File: src/rtl/euler_writeback_pkg.sv
// Shared types and fixed-point helpers for the Euler write-back stage.
package euler_writeback_pkg;

  // Internal arithmetic width; wide enough for a full DATA_SIZE x DATA_SIZE product.
  localparam int WIDE = 64;

  typedef enum logic [2:0] {
    IDLE,
    WAIT_ROW,
    READ,
    UPDATE,
    WRITE,
    STEP_END
  } wb_state_t;

  // Clamp a wide signed value into a w-bit signed range; hit flags a clamp.
  function automatic logic signed [WIDE-1:0] sat_clamp(
    input  logic signed [WIDE-1:0] v,
    input  int                     w,
    output logic                   hit
  );
    logic signed [WIDE-1:0] hi;
    logic signed [WIDE-1:0] lo;
    logic signed [WIDE-1:0] res;
    hi  = (64'sd1 <<< (w - 1)) - 64'sd1;
    lo  = -hi - 64'sd1;
    hit = 1'b0;
    res = v;
    if (v > hi) begin
      res = hi;
      hit = 1'b1;
    end else if (v < lo) begin
      res = lo;
      hit = 1'b1;
    end
    return res;
  endfunction

  // Saturating add of two sign-extended w-bit operands.
  function automatic logic signed [WIDE-1:0] sat_add(
    input  logic signed [WIDE-1:0] a,
    input  logic signed [WIDE-1:0] b,
    input  int                     w,
    output logic                   hit
  );
    return sat_clamp(a + b, w, hit);
  endfunction

  // Fixed-point multiply, arithmetic shift by frac, then saturate to w bits.
  function automatic logic signed [WIDE-1:0] fxp_mul_shift_sat(
    input  logic signed [WIDE-1:0] a,
    input  logic signed [WIDE-1:0] b,
    input  int                     frac,
    input  int                     w,
    output logic                   hit
  );
    return sat_clamp((a * b) >>> frac, w, hit);
  endfunction

endpackage

File: src/rtl/euler_writeback_fxp_mac_sat.sv
// Combinational y = sat(x + sat((h * f) >>> FRAC_BITS)) with a saturation flag.
module fxp_mac_sat
  import euler_writeback_pkg::*;
#(
  parameter int DATA_SIZE = 16,
  parameter int FRAC_BITS = 8
) (
  input  logic [DATA_SIZE-1:0] h,
  input  logic [DATA_SIZE-1:0] f,
  input  logic [DATA_SIZE-1:0] x,
  output logic [DATA_SIZE-1:0] y,
  output logic                 sat
);

  logic signed [WIDE-1:0] h_w;
  logic signed [WIDE-1:0] f_w;
  logic signed [WIDE-1:0] x_w;
  logic signed [WIDE-1:0] p_w;
  logic                   p_hit;
  logic                   s_hit;

  // Sign-extend, scale h*f, then accumulate onto x with saturation at both steps.
  always_comb begin
    p_hit = 1'b0;
    s_hit = 1'b0;
    h_w   = WIDE'($signed(h));
    f_w   = WIDE'($signed(f));
    x_w   = WIDE'($signed(x));
    p_w   = fxp_mul_shift_sat(h_w, f_w, FRAC_BITS, DATA_SIZE, p_hit);
    y     = DATA_SIZE'(sat_add(x_w, p_w, DATA_SIZE, s_hit));
    sat   = p_hit | s_hit;
  end

endmodule

File: src/rtl/euler_writeback.sv
// Euler write-back: x[i] <= sat(x[i] + h*f[i]) into the opposite ping-pong bank,
// counting rows and steps and flagging completion to the start FSM.
module euler_writeback
  import euler_writeback_pkg::*;
#(
  parameter int ADD_SIZE    = 16,
  parameter int DATA_SIZE   = 16,
  parameter int MAX_DIM     = 6,
  parameter int FRAC_BITS   = 8,
  parameter int BANK_OFFSET = 64
) (
  input  logic                 clk,
  input  logic                 rst,
  input  logic                 start,
  input  logic [MAX_DIM-1:0]   shape_0,
  input  logic [MAX_DIM-1:0]   num_steps,
  input  logic [DATA_SIZE-1:0] h_step,
  input  logic [ADD_SIZE-1:0]  base_addr,
  input  logic                 data_ready,
  input  logic [DATA_SIZE-1:0] out_acc,
  output logic                 mem_rd_en,
  output logic [ADD_SIZE-1:0]  mem_rd_addr,
  input  logic [DATA_SIZE-1:0] mem_rd_data,
  output logic                 mem_wr_en,
  output logic [ADD_SIZE-1:0]  mem_wr_addr,
  output logic [DATA_SIZE-1:0] mem_wr_data,
  output logic                 bank_sel,
  output logic                 FINAL_DONE,
  output logic                 overflow
);

  wb_state_t            state;
  logic                 start_q;
  logic [MAX_DIM-1:0]   row_idx;
  logic [MAX_DIM-1:0]   step_idx;
  logic [DATA_SIZE-1:0] f_reg;
  logic [DATA_SIZE-1:0] skid_data;
  logic                 skid_full;

  logic [DATA_SIZE-1:0] mac_y;
  logic                 mac_sat;
  logic [ADD_SIZE-1:0]  rd_addr;
  logic [ADD_SIZE-1:0]  wr_addr;
  logic                 last_row;
  logic                 last_step;
  logic                 busy;

  fxp_mac_sat #(
    .DATA_SIZE (DATA_SIZE),
    .FRAC_BITS (FRAC_BITS)
  ) u_mac (
    .h   (h_step),
    .f   (f_reg),
    .x   (mem_rd_data),
    .y   (mac_y),
    .sat (mac_sat)
  );

  // Bank addressing and loop-end decodes.
  always_comb begin
    rd_addr   = base_addr + (bank_sel ? ADD_SIZE'(BANK_OFFSET) : '0) + ADD_SIZE'(row_idx);
    wr_addr   = base_addr + (bank_sel ? '0 : ADD_SIZE'(BANK_OFFSET)) + ADD_SIZE'(row_idx);
    last_row  = (row_idx == shape_0 - MAX_DIM'(1));
    last_step = (step_idx == num_steps - MAX_DIM'(1));
    busy      = (state == READ) || (state == UPDATE) || (state == WRITE) || (state == STEP_END);
  end

  // Sequencer: all outputs registered; memory strobes and FINAL_DONE are one-cycle pulses.
  always_ff @(posedge clk or posedge rst) begin
    if (rst) begin
      state       <= IDLE;
      start_q     <= 1'b0;
      row_idx     <= '0;
      step_idx    <= '0;
      f_reg       <= '0;
      skid_data   <= '0;
      skid_full   <= 1'b0;
      mem_rd_en   <= 1'b0;
      mem_rd_addr <= '0;
      mem_wr_en   <= 1'b0;
      mem_wr_addr <= '0;
      mem_wr_data <= '0;
      bank_sel    <= 1'b0;
      FINAL_DONE  <= 1'b0;
      overflow    <= 1'b0;
    end else begin
      start_q    <= start;
      mem_rd_en  <= 1'b0;
      mem_wr_en  <= 1'b0;
      FINAL_DONE <= 1'b0;

      case (state)
        IDLE: begin
          if (start && !start_q) begin
            row_idx   <= '0;
            step_idx  <= '0;
            bank_sel  <= 1'b0;
            overflow  <= 1'b0;
            skid_full <= 1'b0;
            state     <= WAIT_ROW;
          end
        end
        WAIT_ROW: begin
          // The skid entry is older, so it is consumed first; a coincident
          // strobe refills the skid instead of being lost.
          if (skid_full) begin
            f_reg <= skid_data;
            if (data_ready) skid_data <= out_acc;
            else            skid_full <= 1'b0;
          end else if (data_ready) begin
            f_reg <= out_acc;
          end
          if (skid_full || data_ready) begin
            mem_rd_en   <= 1'b1;
            mem_rd_addr <= rd_addr;
            state       <= READ;
          end
        end
        READ: begin
          state <= UPDATE;
        end
        UPDATE: begin
          mem_wr_en   <= 1'b1;
          mem_wr_addr <= wr_addr;
          mem_wr_data <= mac_y;
          if (mac_sat) overflow <= 1'b1;
          state <= WRITE;
        end
        WRITE: begin
          if (last_row) begin
            if (last_step) FINAL_DONE <= 1'b1;
            state <= STEP_END;
          end else begin
            row_idx <= row_idx + MAX_DIM'(1);
            state   <= WAIT_ROW;
          end
        end
        STEP_END: begin
          row_idx <= '0;
          if (last_step) begin
            state <= IDLE;
          end else begin
            step_idx <= step_idx + MAX_DIM'(1);
            bank_sel <= ~bank_sel;
            state    <= WAIT_ROW;
          end
        end
        default: state <= IDLE;
      endcase

      // Results arriving mid-row are parked; a second one while parked is lost.
      if (data_ready && busy) begin
        if (skid_full) begin
          overflow <= 1'b1;
        end else begin
          skid_data <= out_acc;
          skid_full <= 1'b1;
        end
      end
    end
  end

endmodule

File: config.mk
export PLATFORM = sky130hd
export DESIGN_NAME = euler_writeback
export DESIGN_NICKNAME = d
export VERILOG_FILES = /design/src/rtl/euler_writeback_pkg.sv /design/src/rtl/euler_writeback_fxp_mac_sat.sv /design/src/rtl/euler_writeback.sv
export SDC_FILE = /design/constraint.sdc
export NUM_CORES = 1
export LEC_CHECK = 0
export ABC_AREA = 1
export CORE_MARGIN = 10
export CORE_UTILIZATION = 56
export DETAILED_ROUTE_END_ITERATION = 6
export PLACE_DENSITY = 0.8
export SKIP_CTS_REPAIR_TIMING = 1
export SLEW_MARGIN = 20
export SYNTH_ARGS = -nofsm -noshare
export SYNTH_HDL_FRONTEND = slang
export SYNTH_SLANG_ARGS = --single-unit
File: constraint.sdc
create_clock -name clk -period 10.49 [get_ports clk]
set_input_delay 1.049 -clock clk [delete_from_list [all_inputs] [get_ports clk]]
set_output_delay 1.049 -clock clk [all_outputs]
set_load 0.03 [all_outputs]
==> flow_metrics.tcl, run 1 <==
set metrics [dict create \
    core_area_um2 31470 \
    layout_setup_ws_ps 330.1 \
    drc 0 \
    path_class "input port to flop" \
    port_buffers 132 \
    viasPerCell 5.215 \
    place_ws_ps -938.6 \
    ant_nets 0 \
    ys.warnings.count 0 \
    grt_pass1_vias 17350 \
    synth_nets 2842 \
    fillers 2418 \
    cts_tree "done" \
    die_h_um 198.3 \
    postSynthCellCount 2368 \
    clock_skew_ps 9.275 \
    outcome "completed" \
    place.gp.congestion 0.9391 \
    worstMarginPinSlew_ps 1003 \
    area_delta_synth_final_pct 27.31 \
    reg2reg_slack_ps 510 \
    io_pins 133 \
    critPathMaxStageDelay_ps 580 \
    clk_latency_ps 350 \
    hold_path_class "flop to flop" \
    vias 16180 \
    path_clk_slew_ps 80 \
    grt_max_degree 80 \
    syn_area_per_cell_um2 7.520 \
    cp_data_required_time_ps 10760 \
    hold_violations 0 \
    multi_input_area_um2 13460 \
    crit_path_end_kind "flop" \
    htree_levels 3 \
    drt_iter0_markers 1127 \
    path_max_fanout 6 \
    drt_pass1_iterations 5 \
    ys_seq_area_frac 0.1433 \
    ys.flop_type "dfrtp_1" \
    die_area_um2 39330 \
    hpwl_um 41930 \
    antenna_found_initial 1 \
    start_util 0.5658 \
    overflow 0 \
    ys_top_cells_by_area "fa_1, dfrtp_1, inv_1" \
    fin_crit_ps 10160 \
    fin_crit_sh 0.9685 \
    ys_seq_elements 102 \
    layout.area.seq_um2 2555 \
    die_w_um 198.3 \
    drive_gt1_frac 0.1852 \
    cts_buffer_depth 2 \
    max_slew_margin 0.3313 \
    synth_top_area_frac 0.3092 \
    worst_path_max_delay_cell "fa_2" \
    finalSetupViolCount 0 \
    async_reset_ff_frac 1.000 \
    numCtsBuffers 9 \
    syn_area_um2 17810 \
    grt_pass1_wl_um 83080 \
    wirelength_um 51930 \
    root_buffer "clkbuf_16" \
    wl_per_cell_um 16.73 \
    synth_enable_flop_cells 0 \
    final_max_slew_viol_count 0 \
    nNetsFinal 3169 \
    drv_cap 0 \
    max_freq_mhz 98.43 \
    clock_sinks 102 \
    grt_use_total 0.2602 \
    placementRows 65 \
    cp_data_arrival_time_ps 10430 \
    ys_types 53 \
    critPathLaunchType "input port" \
    yosys.area.top_type "fa_1" \
]
==> worst max-delay path, delay by kind of cell <==
family | cells | cell delay (ps)
simple gates | 23 | 2450
compound gates | 5 | 760
buf+inv | 14 | 1640
fa+ha+maj | 10 | 4540
==> layout make-up <==
cell class | instances | share of cell area
diodes | 1 | 0.0001104
clock buffers | 9 | 0.009934
clock inverters | 7 | 0.003422
inverters | 619 | 0.1029
multi-input cells | 1569 | 0.5935
flip-flops and latches | 102 | 0.1127
well taps | 402 | 0.02219
repair buffers | 394 | 0.1553
==> worst paths after layout <==
path	start	end	cells past startpoint
min reg2reg	mem_rd_addr[6]	mem_rd_addr[6]	2
max	h_step[8]	mem_wr_data[7]	52
max in group asynchronous	rst	f_reg[9]	3
max reg2reg	f_reg[4]	mem_wr_data[7]	48
min in group asynchronous	rst	mem_rd_addr[11]	2
min	mem_rd_addr[6]	mem_rd_addr[6]	2
==> synthesized netlist by cell type, types with 15 or more instances <==
| master | count |
|---|---|
| a21oi_1 | 85 |
| a31oi_1 | 26 |
| clkbuf_1 | 71 |
| dfrtp_1 | 102 |
| fa_1 | 275 |
| ha_1 | 119 |
| inv_1 | 615 |
| mux2_2 | 15 |
| nand2_1 | 578 |
| nand3_1 | 54 |
| nand4_1 | 16 |
| nor2_1 | 142 |
| nor3_1 | 25 |
| o21ai_0 | 78 |
| xnor2_1 | 31 |
| xor2_1 | 45 |
==> through the flow <==
step	setup TNS [ps]	cells	cell area, um2	utilization	hold WS, ps
after global placement	-11840	3058	21230	0.6746	462.8
after global routing	-2427	3103	22670	0.7203	501.8
after floorplan	0	2368	17810	-	480.6
final	0	3103	22670	0.7203	480.7
after CTS	-8677	3074	21540	0.6842	487.2
after detailed placement	-13990	3058	21230	0.6746	466.3
==> logic make-up (layout without fill, tap and decap cells) <==
family / Yosys count / in the layout / share of synthesized area
and+or+nand+nor: 857 / 857 / 0.1962
buffers and inverters: 697 / 1029 / 0.1485
adders and majority gates: 394 / 394 / 0.3928
AOI/OAI and AO/OA: 226 / 226 / 0.07139
DFF: 102 / 102 / 0.1433
xor gates and xnor gates: 77 / 77 / 0.03829
muxes: 15 / 15 / 0.009486
other: 0 / 1 / 0
==> placed cells by master (no fill, tap or decap), drive strengths merged, types with 86 or more instances in the layout <==
master and count:
inv 619, nand2 589, fa 275, buf 258
nor2 145, ha 119, clkdlybuf4s50 116, dfrtp 102
o21ai 90, a21oi 86
==> per-layer routing <==
| metal | routed length (um) | track usage |
|---|---|---|
| met3 | 3418 | 0.04329 |
| met2 | 26490 | 0.4601 |
| met4 | 1636 | 0.08884 |
| met1 | 20380 | 0.3138 |
| met5 | 0 | 0 |
Power of run 1 is not shown: default switching activity piles up to over one toggle a cycle in this logic, so the estimate is an artifact.
==> run 2: changes to the inputs <==
--- a/config.mk
+++ b/config.mk
@@ -15,3 +15,4 @@
 export SYNTH_ARGS = -nofsm -noshare
 export SYNTH_HDL_FRONTEND = slang
 export SYNTH_SLANG_ARGS = --single-unit
+export TNS_END_PERCENT = 10
==> flow_metrics.tcl, run 2 (synthesis gave the netlist of run 1 again) <==
set metrics [dict create \
    outcome "complete, but fails checks" \
    violations "setup timing" \
    hold_path_class "flop to flop" \
    drt_pass1_iterations 6 \
    layout_setup_ws_ps -155.7 \
    overflow 0 \
    die_area_um2 39330 \
    hold_violations 0 \
    vias 15990 \
    drt_iter0_markers 962 \
    fin_crit_ps 10650 \
    final_cells 3083 \
    htree_levels 3 \
    area_delta_synth_final_pct 22.75 \
    start_util 0.5658 \
    cp_data_required_time_ps 10770 \
    fillers 2553 \
    final_max_slew_viol_count 0 \
    path_clk_slew_ps 80 \
    multi_input_area_um2 12840 \
    r2r-start "f_reg[5]" \
    grtUsageMet3 0.04329 \
    most-common-layout-cells "inv_1, nand2_1, fa_1, buf_4, nor2_1" \
    die_h_um 198.3 \
    grt_pass1_vias 17350 \
    path_class "input port to flop" \
    hp-start "mem_rd_addr[6]" \
    final_common_cell "inv_1" \
    placementRows 65 \
    path_delay_family "adder cells" \
    worstMarginPinSlew_ps 993.5 \
    clock_skew_ps 9.096 \
    holdPathEnd "mem_rd_addr[6]" \
    grt_pass1_wl_um 83080 \
    cp_data_arrival_time_ps 10920 \
    core_area_um2 31470 \
    dp.cells 3058 \
    cpMostUsedCell "nand2_1" \
    grt_use_total 0.2602 \
    path_buf_inv 11 \
    rsz0062_at_grt "yes" \
    max_freq_mhz 93.93 \
    layout.area.seq_um2 2552 \
    cts_tree "done" \
    numCtsBuffers 9 \
    drv_cap 0 \
    grt_max_degree 80 \
    reg2regPathDepth 49 \
    path_max_fanout 9 \
    reg2reg_slack_ps 130 \
    viasPerCell 5.185 \
    critPathLaunchType "input port" \
    wl_per_cell_um 16.09 \
    drive_gt1_frac 0.1325 \
    grtUsageMet1 0.3138 \
    fin_crit_sh 1.015 \
    wirelength_um 49590 \
    crit_path_end_kind "flop" \
    met2_usage 0.4601 \
    finalSetupViolCount 16 \
    antenna_found_initial 1 \
    clock_sinks 102 \
    die_w_um 198.3 \
    ant_nets 0 \
    nNetsFinal 3149 \
    hpwl_um 41930 \
    critPathMaxStageDelay_ps 550 \
    place.gp.congestion 0.9391 \
    clk_latency_ps 350 \
    timing.rr.end "mem_wr_data[9]" \
    root_buffer "clkbuf_16" \
    worst_path_max_delay_cell "fa_1" \
    port_buffers 132 \
    hold_depth 2 \
    grt_busiest_layer "met2" \
    cts_buffer_depth 2 \
    place_ws_ps -938.6 \
    drc 0 \
    max_slew_margin 0.3336 \
    io_pins 133 \
]
run 2: final cells by class:
class,count,share of cell area
multi-input cells,1569,0.5876
repair buffers,374,0.1521
flip-flops and latches,102,0.1168
inverters,619,0.1065
well taps,402,0.02301
clock buffers,9,0.01030
clock inverters,7,0.003549
diodes,1,0.0001145
run 2: per-stage QoR:
stage	hold WS, ps	util	cell area [um2]	TNS [ps]
3_3_place_gp	462.8	0.6746	21230	-11840
3_5_place_dp	466.3	0.6746	21230	-13990
5_1_grt	501.8	0.6945	21860	-10740
6_report	480.7	0.6945	21860	-1993
2_1_floorplan	480.6	-	17810	0
4_1_cts	487.2	0.6842	21540	-8677
run 2: worst max path at each step:
stage / start / to / slack, ps / cells after the start
after floorplan: h_step[15] / mem_wr_data[2] / 0.9 / 54
after global placement: h_step[5] / overflow / -770 / 53
after detailed placement: h_step[15] / mem_wr_data[9] / -940 / 54
after CTS: h_step[5] / mem_wr_data[9] / -610 / 51
after global routing: h_step[9] / mem_wr_data[1] / -680 / 49
final: h_step[12] / mem_wr_data[9] / -160 / 50
run 2: tightest hold or removal path: stages, from the launching register on:
cell	delay, ps
dfrtp_1	350
nand2_1	50
nand2_1	50
run 2: per-layer routing:
metal	vias up	share of wire
met5	-	0
li1	7603	-
met1	7780	0.41
met4	0	0.031
met2	480	0.50
met3	123	0.059
Power of run 2 is left out for the same reason.
